**config.mk**
```make
export PLATFORM = sky130hd
export DESIGN_NAME = rfid_seq_ctrl
export DESIGN_NICKNAME = d
export VERILOG_FILES = /design/src/rtl/rfid_seq_ctrl.sv
export SDC_FILE = /design/constraint.sdc
export NUM_CORES = 1
export LEC_CHECK = 0
export CORE_UTILIZATION = 48
export DETAILED_ROUTE_END_ITERATION = 7
export PLACE_DENSITY = 0.67
export SLEW_MARGIN = 20
export SYNTH_ARGS = -nofsm -noshare
export SYNTH_HDL_FRONTEND = slang
export SYNTH_SLANG_ARGS = --single-unit
```
**constraint.sdc**
```tcl
create_clock -name clk_50m -period 3.2 [get_ports clk_50m]
set_clock_uncertainty 0.2 [all_clocks]
set_input_delay 0.64 -clock clk_50m [delete_from_list [all_inputs] [get_ports clk_50m]]
set_output_delay 0.64 -clock clk_50m [all_outputs]
set_load 0.01 [all_outputs]
```
**src/rtl/rfid_seq_ctrl.sv**
```systemverilog
`default_nettype none
// ============================================================================
//  Module      : rfid_seq_ctrl
//  Description : Reader-side command sequencer. Drives one inventory-and-access
//                round (SORT -> QUERY -> ACK -> READ [-> WRITE]) through the
//                reader emulator's TX encoder, supervises every tag reply with
//                a timeout and a bounded retry count, and owns the sticky
//                stage-complete LEDs.
//  Ports       : clk_50m, rst_p        - clock, synchronous active-high reset
//                start, abort          - board-level round controls
//                cmd_req/cmd_code/cmd_ack - command handshake to the TX encoder
//                rpl_valid/rpl_crc_ok  - tag reply strobe from the RX decoder
//                busy/done/fail/err_stage/retry_cnt - round status
//                led_sort..led_done    - sticky stage-complete indicators
//  Config      : SEQ_WRITE_STAGE_EN - when defined, WRITE follows READ and
//                led_write is functional; otherwise the round ends after READ.
//  Revision    : 1.0 - initial release
// ============================================================================
module rfid_seq_ctrl #(
    parameter int TIMEOUT_CYC = 50000,
    parameter int GAP_CYC     = 100,
    parameter int MAX_RETRY   = 3
) (
    input  logic       clk_50m,
    input  logic       rst_p,
    input  logic       start,
    input  logic       abort,
    output logic       cmd_req,
    output logic [2:0] cmd_code,
    input  logic       cmd_ack,
    input  logic       rpl_valid,
    input  logic       rpl_crc_ok,
    output logic       busy,
    output logic       done,
    output logic       fail,
    output logic [2:0] err_stage,
    output logic [1:0] retry_cnt,
    output logic       led_sort,
    output logic       led_query,
    output logic       led_ack,
    output logic       led_read,
    output logic       led_write,
    output logic       led_done
);

    localparam int         c_CNT_W      = 17;
    localparam logic [2:0] c_CODE_NONE  = 3'd0;
    localparam logic [2:0] c_CODE_SORT  = 3'd1;
    localparam logic [2:0] c_CODE_QUERY = 3'd2;
    localparam logic [2:0] c_CODE_ACK   = 3'd3;
    localparam logic [2:0] c_CODE_READ  = 3'd4;
    localparam logic [2:0] c_CODE_WRITE = 3'd5;
    localparam logic [2:0] c_CODE_ABORT = 3'd7;

`ifdef SEQ_WRITE_STAGE_EN
    localparam logic [2:0] c_LAST_STAGE = c_CODE_WRITE;
`else
    localparam logic [2:0] c_LAST_STAGE = c_CODE_READ;
`endif

    // Terminal counts: the counter starts at 0 on the cycle after the ack, so
    // the event fires on the edge where it has reached N-1.
    localparam logic [c_CNT_W-1:0] c_TIMEOUT_LAST = c_CNT_W'(TIMEOUT_CYC - 1);
    localparam logic [c_CNT_W-1:0] c_GAP_LAST     = c_CNT_W'(GAP_CYC - 1);
    localparam logic [1:0]         c_MAX_RETRY    = 2'(MAX_RETRY);

    typedef enum logic [2:0] {
        ST_IDLE  = 3'd0,
        ST_ISSUE = 3'd1,
        ST_WAIT  = 3'd2,
        ST_GAP   = 3'd3,
        ST_DONE  = 3'd4,
        ST_FAIL  = 3'd5
    } state_t;

    state_t              r_state;
    logic [2:0]          r_stage;
    logic [c_CNT_W-1:0]  r_wait_cnt;
    // bit order: {done, write, read, ack, query, sort}
    logic [5:0]          r_leds;

    logic [c_CNT_W-1:0]  w_cnt_inc;
    logic                w_timeout;
    logic [2:0]          w_next_stage;
    logic [5:0]          w_stage_led;

    always_comb begin
        w_cnt_inc    = (r_wait_cnt == {c_CNT_W{1'b1}}) ? r_wait_cnt : r_wait_cnt + 1'b1;
        w_timeout    = (r_wait_cnt == c_TIMEOUT_LAST);
        w_next_stage = r_stage + 3'd1;
        w_stage_led  = 6'b000000;
        case (r_stage)
            c_CODE_SORT:  w_stage_led = 6'b000001;
            c_CODE_QUERY: w_stage_led = 6'b000010;
            c_CODE_ACK:   w_stage_led = 6'b000100;
            c_CODE_READ:  w_stage_led = 6'b001000;
            c_CODE_WRITE: w_stage_led = 6'b010000;
            default:      w_stage_led = 6'b000000;
        endcase
    end

    always_ff @(posedge clk_50m) begin
        if (rst_p) begin
            r_state    <= ST_IDLE;
            r_stage    <= c_CODE_NONE;
            r_wait_cnt <= '0;
            r_leds     <= '0;
            cmd_req    <= 1'b0;
            cmd_code   <= c_CODE_NONE;
            busy       <= 1'b0;
            done       <= 1'b0;
            fail       <= 1'b0;
            err_stage  <= c_CODE_NONE;
            retry_cnt  <= 2'd0;
        end else if (abort && busy) begin
            // busy is high exactly in ISSUE, GAP and WAIT; abort beats every
            // other event in those states.
            r_state   <= ST_FAIL;
            cmd_req   <= 1'b0;
            cmd_code  <= c_CODE_NONE;
            busy      <= 1'b0;
            done      <= 1'b0;
            fail      <= 1'b1;
            err_stage <= c_CODE_ABORT;
        end else begin
            case (r_state)
                ST_IDLE, ST_DONE, ST_FAIL: begin
                    if (start) begin
                        r_state   <= ST_ISSUE;
                        r_stage   <= c_CODE_SORT;
                        r_leds    <= '0;
                        cmd_req   <= 1'b1;
                        cmd_code  <= c_CODE_SORT;
                        busy      <= 1'b1;
                        done      <= 1'b0;
                        fail      <= 1'b0;
                        err_stage <= c_CODE_NONE;
                        retry_cnt <= 2'd0;
                    end
                end

                ST_ISSUE: begin
                    if (cmd_ack) begin
                        cmd_req    <= 1'b0;
                        cmd_code   <= c_CODE_NONE;
                        r_wait_cnt <= '0;
                        r_state    <= (r_stage == c_CODE_SORT) ? ST_GAP : ST_WAIT;
                    end
                end

                ST_GAP: begin
                    // SORT has no tag reply; only a guard interval precedes QUERY.
                    if (r_wait_cnt == c_GAP_LAST) begin
                        r_leds[0] <= 1'b1;
                        r_stage   <= c_CODE_QUERY;
                        retry_cnt <= 2'd0;
                        cmd_req   <= 1'b1;
                        cmd_code  <= c_CODE_QUERY;
                        r_state   <= ST_ISSUE;
                    end else begin
                        r_wait_cnt <= w_cnt_inc;
                    end
                end

                ST_WAIT: begin
                    // A good reply is tested first so it wins over a timeout
                    // expiring in the same cycle.
                    if (rpl_valid && rpl_crc_ok) begin
                        retry_cnt <= 2'd0;
                        if (r_stage == c_LAST_STAGE) begin
                            r_leds  <= r_leds | w_stage_led | 6'b100000;
                            busy    <= 1'b0;
                            done    <= 1'b1;
                            r_state <= ST_DONE;
                        end else begin
                            r_leds   <= r_leds | w_stage_led;
                            r_stage  <= w_next_stage;
                            cmd_req  <= 1'b1;
                            cmd_code <= w_next_stage;
                            r_state  <= ST_ISSUE;
                        end
                    end else if (rpl_valid || w_timeout) begin
                        if (retry_cnt < c_MAX_RETRY) begin
                            retry_cnt <= retry_cnt + 2'd1;
                            cmd_req   <= 1'b1;
                            cmd_code  <= r_stage;
                            r_state   <= ST_ISSUE;
                        end else begin
                            err_stage <= r_stage;
                            busy      <= 1'b0;
                            fail      <= 1'b1;
                            r_state   <= ST_FAIL;
                        end
                    end else begin
                        r_wait_cnt <= w_cnt_inc;
                    end
                end

                default: r_state <= ST_IDLE;
            endcase
        end
    end

    assign led_sort  = r_leds[0];
    assign led_query = r_leds[1];
    assign led_ack   = r_leds[2];
    assign led_read  = r_leds[3];
    assign led_write = r_leds[4];
    assign led_done  = r_leds[5];

endmodule
`default_nettype wire

```
==> results.cfg, run 1 <==
[route]
totalWireLength_mm = 5.27
ant_nets = 0
vias = 2049
drt_iter0_drc = 140
viasPerCell = 5.84
drcViolationCount = 0
wl_per_cell_um = 15.0
first_pass_iters = 4

[synthesis]
synth-edff-count = 0
synth.area.top_cells = dfxtp_1 38%, nor2_1 7.0%, a21oi_1 6.2%
syn_inst = 267
syn_nets = 282
ys_seq_area_share_pct = 37.6
synth_common_cells = 41 x dfxtp_1, 41 x nor2_1, 27 x a21oi_1
yosysTopAreaCell = dfxtp_1
synth-main-ff-cell = dfxtp_1
ys_types = 49
ys_seq_elements = 41
syn_area_sq_mm = 0.00218
async_flop_share_pct = 0
ys.warnings.count = 0
post-synth-top-area-fraction_pct = 37.6
syn_area_per_cell_sq_um = 8.18

[timing]
finalSetupViolCount = 0
hold_viol_final = 0
worst_pin_slew_ps = 564
finalMaxSlewViolations = 0
slew_headroom_pct = 62.1
period_needed_ps = 2770
period_share_pct = 86.6
tns_ps = 0
fmax_ghz = 0.361
rsz0062_at_grt = no
fin_ws_ps = 430

[finish]
finalInstanceArea_sq_mm = 0.00261
num-fill-cells = 411
antennaDiodeCount = 0
final-seq-area_sq_um = 821
area_growth_pct = 19.6
fin_nets = 314
drive_above_1_share_pct = 8.03
multiInputGateArea_sq_mm = 0.00131

[critical_path]
crit_chain = ha_1, nand3_1, nor3_1, and2_1, ha_1, nor2_1, o41ai_1, o311a_1, nor2_1, a41oi_1, nor3_1
cp_top_family = simple AND/OR/NAND/NOR gates
timing.critical_path.from = r_wait_cnt[0]
cp_num_buf_inv = 0
cp_num_cells = 11
worst_ep_arrival_time_ps = 2740
timing.rr.end = r_wait_cnt[9]
worst_path_largest_cell_delay_ps = 430
cp-start-kind = register
rr_startpoint = r_wait_cnt[0]
cp.required_ps = 3170
crit_slowest_cell = o311a_1
cp-endpoint = r_wait_cnt[9]
rr_worst_depth = 11
worstPathMaxFanout = 9
critical_path_class = register to register
r2r_slack_ps = 430
cp-end-kind = register

[global_routing]
antenna_found_initial = 0
grt_pass1_vias = 1820
grt_max_degree = 18
grt.overflow.total = 0
grt_pass1_wl_mm = 8.89
globalRouteTotalUtil_pct = 23.2

[placement]
place.gp.congestion = 0.867
placedInstanceArea_sq_mm = 0.00253
dp_slack_ps = 222
dp_hpwl_mm = 3.94
port_buffers = 24

[floorplanning]
die_y_um = 69.5
ios = 25
die_x_um = 69.5
num_rows = 24
initial_core_util_pct = 50.2
die_area_sq_mm = 0.00482
core-area_sq_mm = 0.00435

[clock_network]
cts_setup_buffers = 0
numCtsBuffers = 5
cts-resized-gates = 0
clkLatencyLatePin_ps = 290
clock-sinks = 41
cts_max_level = 2
cts_hold_buffers = 0
cts-root-buf = clkbuf_8
clk_pin_slew_ps = 70
cts_tree = yes
clock_tree.buffer_depth = 2

[outcome]
status = finished clean

[flow_run]
cap_violations = 0

[pwr]
p_leak_nw = 0.937
ir_worst_vdd_mv = 0.232
power_density_mw_per_mm2 = 486

[min_path]
whs_path_depth = 2
hold_path_class = register to register
## power breakdown
group	internal, mW	leakage [nW]	switching, mW	total (mW)
sequential	0.546	0.333	0.0412	0.587
combinational	0.149	0.560	0.196	0.346
clock	0.171	0.0443	0.167	0.338
## cell usage in the layout (no fill, tap or decap), drive strengths merged, types with 7 or more instances in the layout
master	synthesis	final
clkdlybuf4s50	0	24
nand3	8	8
dfxtp	41	41
inv	7	7
xnor2	9	9
nand2	22	22
mux2i	7	7
ha	8	8
a21oi	29	29
buf	1	9
nor3	11	11
nor2	41	41
a31oi	7	7
clkbuf	7	7
o21ai	7	7
## flip-flops by register name, summed over array words and instances, names as in the netlist
| name | count |
|---|---|
| busy | 1 |
| done | 1 |
| cmd_req | 1 |
| cmd_code | 3 |
| r_stage | 3 |
| r_wait_cnt | 17 |
| retry_cnt | 2 |
| r_leds | 6 |
| r_state | 3 |
| fail | 1 |
| err_stage | 3 |
## worst min path at each step
stage / startpoint / to / slack, ps
6_report: cmd_code[2] / cmd_code[2] / 270
3_3_place_gp: cmd_code[1] / cmd_code[1] / 240
3_5_place_dp: r_leds[2] / r_leds[2] / 260
4_1_cts: cmd_code[2] / cmd_code[2] / 270
2_1_floorplan: r_wait_cnt[6] / r_wait_cnt[6] / 280
5_1_grt: cmd_code[2] / cmd_code[2] / 290
## area by class of cell
class                           count  share of cell area, %
Multi-Input combinational cell    211                   50.0
Sequential cell                    41                   31.4
Timing Repair Buffer               33                   11.8
Clock buffer                        7                   3.30
Tap cell                           52                   2.49
Inverter                            7                   1.01
## worst register-to-register path, cell delays in order, from the launching register on
cell and delay, ps:
dfxtp_1 390, ha_1 270, nand3_1 120, nor3_1 260, and2_1 180, ha_1 200, nor2_1 50, o41ai_1 70
o311a_1 430, nor2_1 160, a41oi_1 240, nor3_1 70
## through the flow
step / instances / power [mW] / utilization (%) / hold slack (ps)
floorplan: 267 / 0.817 / - / 277
global placement: 344 / 0.941 / 58.0 / 243
detailed placement: 344 / 0.941 / 58.0 / 257
CTS: 351 / 1.28 / 60.0 / 269
global route: 351 / 1.34 / 60.0 / 288
finish: 351 / 1.27 / 60.0 / 266
## logic make-up after synthesis
family / count (synthesis) / synth area share (%)
muxes: 7 / 3.21
buffers and inverters: 15 / 2.63
AOI/OAI and AO/OA: 64 / 19.0
and+or+nand+nor: 123 / 29.4
xor gates and xnor gates: 9 / 3.61
adders and majority gates: 8 / 4.58
DFF: 41 / 37.6
## routing by layer
metal	track usage (%)	vias up	routed length (um)
met5	0	-	0
met4	8.84	0	82
met3	6.40	8	398
met2	31.9	73	2150
met1	33.9	941	2640
li1	-	1027	-
Note: power is estimated with default switching activity, not from simulation.
==> inputs of run 2 (changes only) <==
--- a/constraint.sdc
+++ b/constraint.sdc
@@ -3,3 +3,3 @@
 set_input_delay 0.64 -clock clk_50m [delete_from_list [all_inputs] [get_ports clk_50m]]
 set_output_delay 0.64 -clock clk_50m [all_outputs]
-set_load 0.01 [all_outputs]
+set_load 0.02 [all_outputs]
==> results of run 2 <==
The final DEF is identical to that of run 1. Status: finished clean.
Among the figures that moved: total power 1.27 mW -> 1.29 mW; worst IR drop on VDD 0.232 mV -> 0.241 mV
==> inputs of run 3 (changes only) <==
Settings changed: RECOVER_POWER from default to 25.
Clock period 3.2 ns to 3.45 ns, I/O delays scaled along.
==> results.cfg, run 3 (synthesis gave the netlist of run 1 again) <==
[timing]
finalSetupViolCount = 0
fmax_ghz = 0.343
timing.hold.ws_ps = 254
finalMaxSlewViolations = 0
period_needed_ps = 2920
hold_viol_final = 0
rsz0062_at_grt = no
worst_pin_slew_ps = 564
slew_headroom_pct = 62.1
period_share_pct = 84.5
tns_ps = 0

[placement]
dp_hpwl_mm = 3.87
port_buffers = 24
place.gp.congestion = 0.877

[finish]
largest_registers = r_wait_cnt: 17 flops, r_leds: 6 flops
antennaDiodeCount = 0
largest_reg_flops = 17
largest_register = r_wait_cnt
fin_nets = 309
final_cell_mix = 41 x nor2_1, 41 x dfxtp_1, 27 x a21oi_1, 22 x nand2_1, 14 x dlygate4sd3_1
drive_above_1_share_pct = 6.78
area_growth_pct = 19.2

[floorplanning]
ios = 25
die_x_um = 69.5
initial_core_util_pct = 50.2
die_area_sq_mm = 0.00482
die_y_um = 69.5
num_rows = 24
core-area_sq_mm = 0.00435

[pwr]
power_density_mw_per_mm2 = 490
ir_worst_vdd_mv = 0.295
p_total_mw = 1.28
p_leak_nw = 0.971

[route]
drcViolationCount = 0
drt_iter0_drc = 185
wl_per_cell_um = 15.2
first_pass_iters = 6
vias = 2050
ant_nets = 0
totalWireLength_mm = 5.27
viasPerCell = 5.91

[critical_path]
cp-end-kind = register
critical_path_class = register to register
worst_ep_arrival_time_ps = 2890
worstPathMaxFanout = 9
cp.required_ps = 3430
cp-start-kind = register

[clock_network]
cts_hold_buffers = 0
cts_max_level = 2
clkLatencyLatePin_ps = 300
clk_pin_slew_ps = 80
cts-resized-gates = 0
numCtsBuffers = 5
cts_tree = yes
cts-root-buf = clkbuf_8
clock_tree.buffer_depth = 2
clock-sinks = 41
cts_setup_buffers = 0

[global_routing]
grt_pass1_wl_mm = 8.97
grt.overflow.total = 0
globalRouteTotalUtil_pct = 23.1
grt_pass1_vias = 1797
antenna_found_initial = 0
grt_max_degree = 18

[outcome]
status = finished clean

[min_path]
hold_path_class = register to register

[flow_run]
cap_violations = 0
## run 3: cell types whose count changed in the layout (fill, tap and decap cells not counted)
cell	change
dlygate4sd3_1	+14
buf_4	-5
clkdlybuf4s50_1	-14
bufinv_16	+1
## run 3: per-stage QoR
stage          cells  worst slack [ps]  area (sq um)  util [%]
6_report         347               534          2610      59.8
5_1_grt          347               280          2610      59.8
4_1_cts          347               575          2610      59.8
3_5_place_dp     339               331          2490      57.2
3_3_place_gp     339               347          2490      57.2
2_1_floorplan    267              1040          2180         -
## run 3: final cells by class
class,count,area (sq um)
Fill cell,413,1750
Multi-Input combinational cell,211,1310
Sequential cell,41,821
Tap cell,52,65.1
Clock buffer,7,86.3
Timing Repair Buffer,28,270
Clock inverter,1,30.0
Inverter,7,26.3
## run 3: final timing paths
path / from / to / slack, ps / cells past startpoint
worst max-delay path: r_wait_cnt[0] / r_wait_cnt[9] / 530 / 11
worst min-delay path: cmd_code[1] / cmd_code[1] / 250 / 2
worst max register to register: r_wait_cnt[0] / r_wait_cnt[9] / 530 / 11
worst min register to register: cmd_code[1] / cmd_code[1] / 250 / 2
## run 3: where the power goes
group / total (mW) / switching, mW / internal, mW
Clock: 0.408 / 0.172 / 0.236
Combinational: 0.325 / 0.198 / 0.127
Sequential: 0.544 / 0.0381 / 0.506
Total: 1.28 / 0.407 / 0.869
## run 3: critical path: stages, from the launching register on
cell and delay (ps):
dfxtp_1 400, ha_1 270, nand3_1 210, nor3_1 270
and2_1 180, ha_1 210, nor2_1 50, o41ai_1 80
o311a_1 450, nor2_1 150, a41oi_1 240, nor3_1 70
## run 3: layer usage
layer | track usage [%] | vias up | part of all wire [%]
met5 | 0 | - | 0
met4 | 6.12 | 0 | 1.7
met2 | 31.4 | 83 | 40
met1 | 35.4 | 937 | 51
li1 | - | 1019 | -
met3 | 6.10 | 11 | 7.1
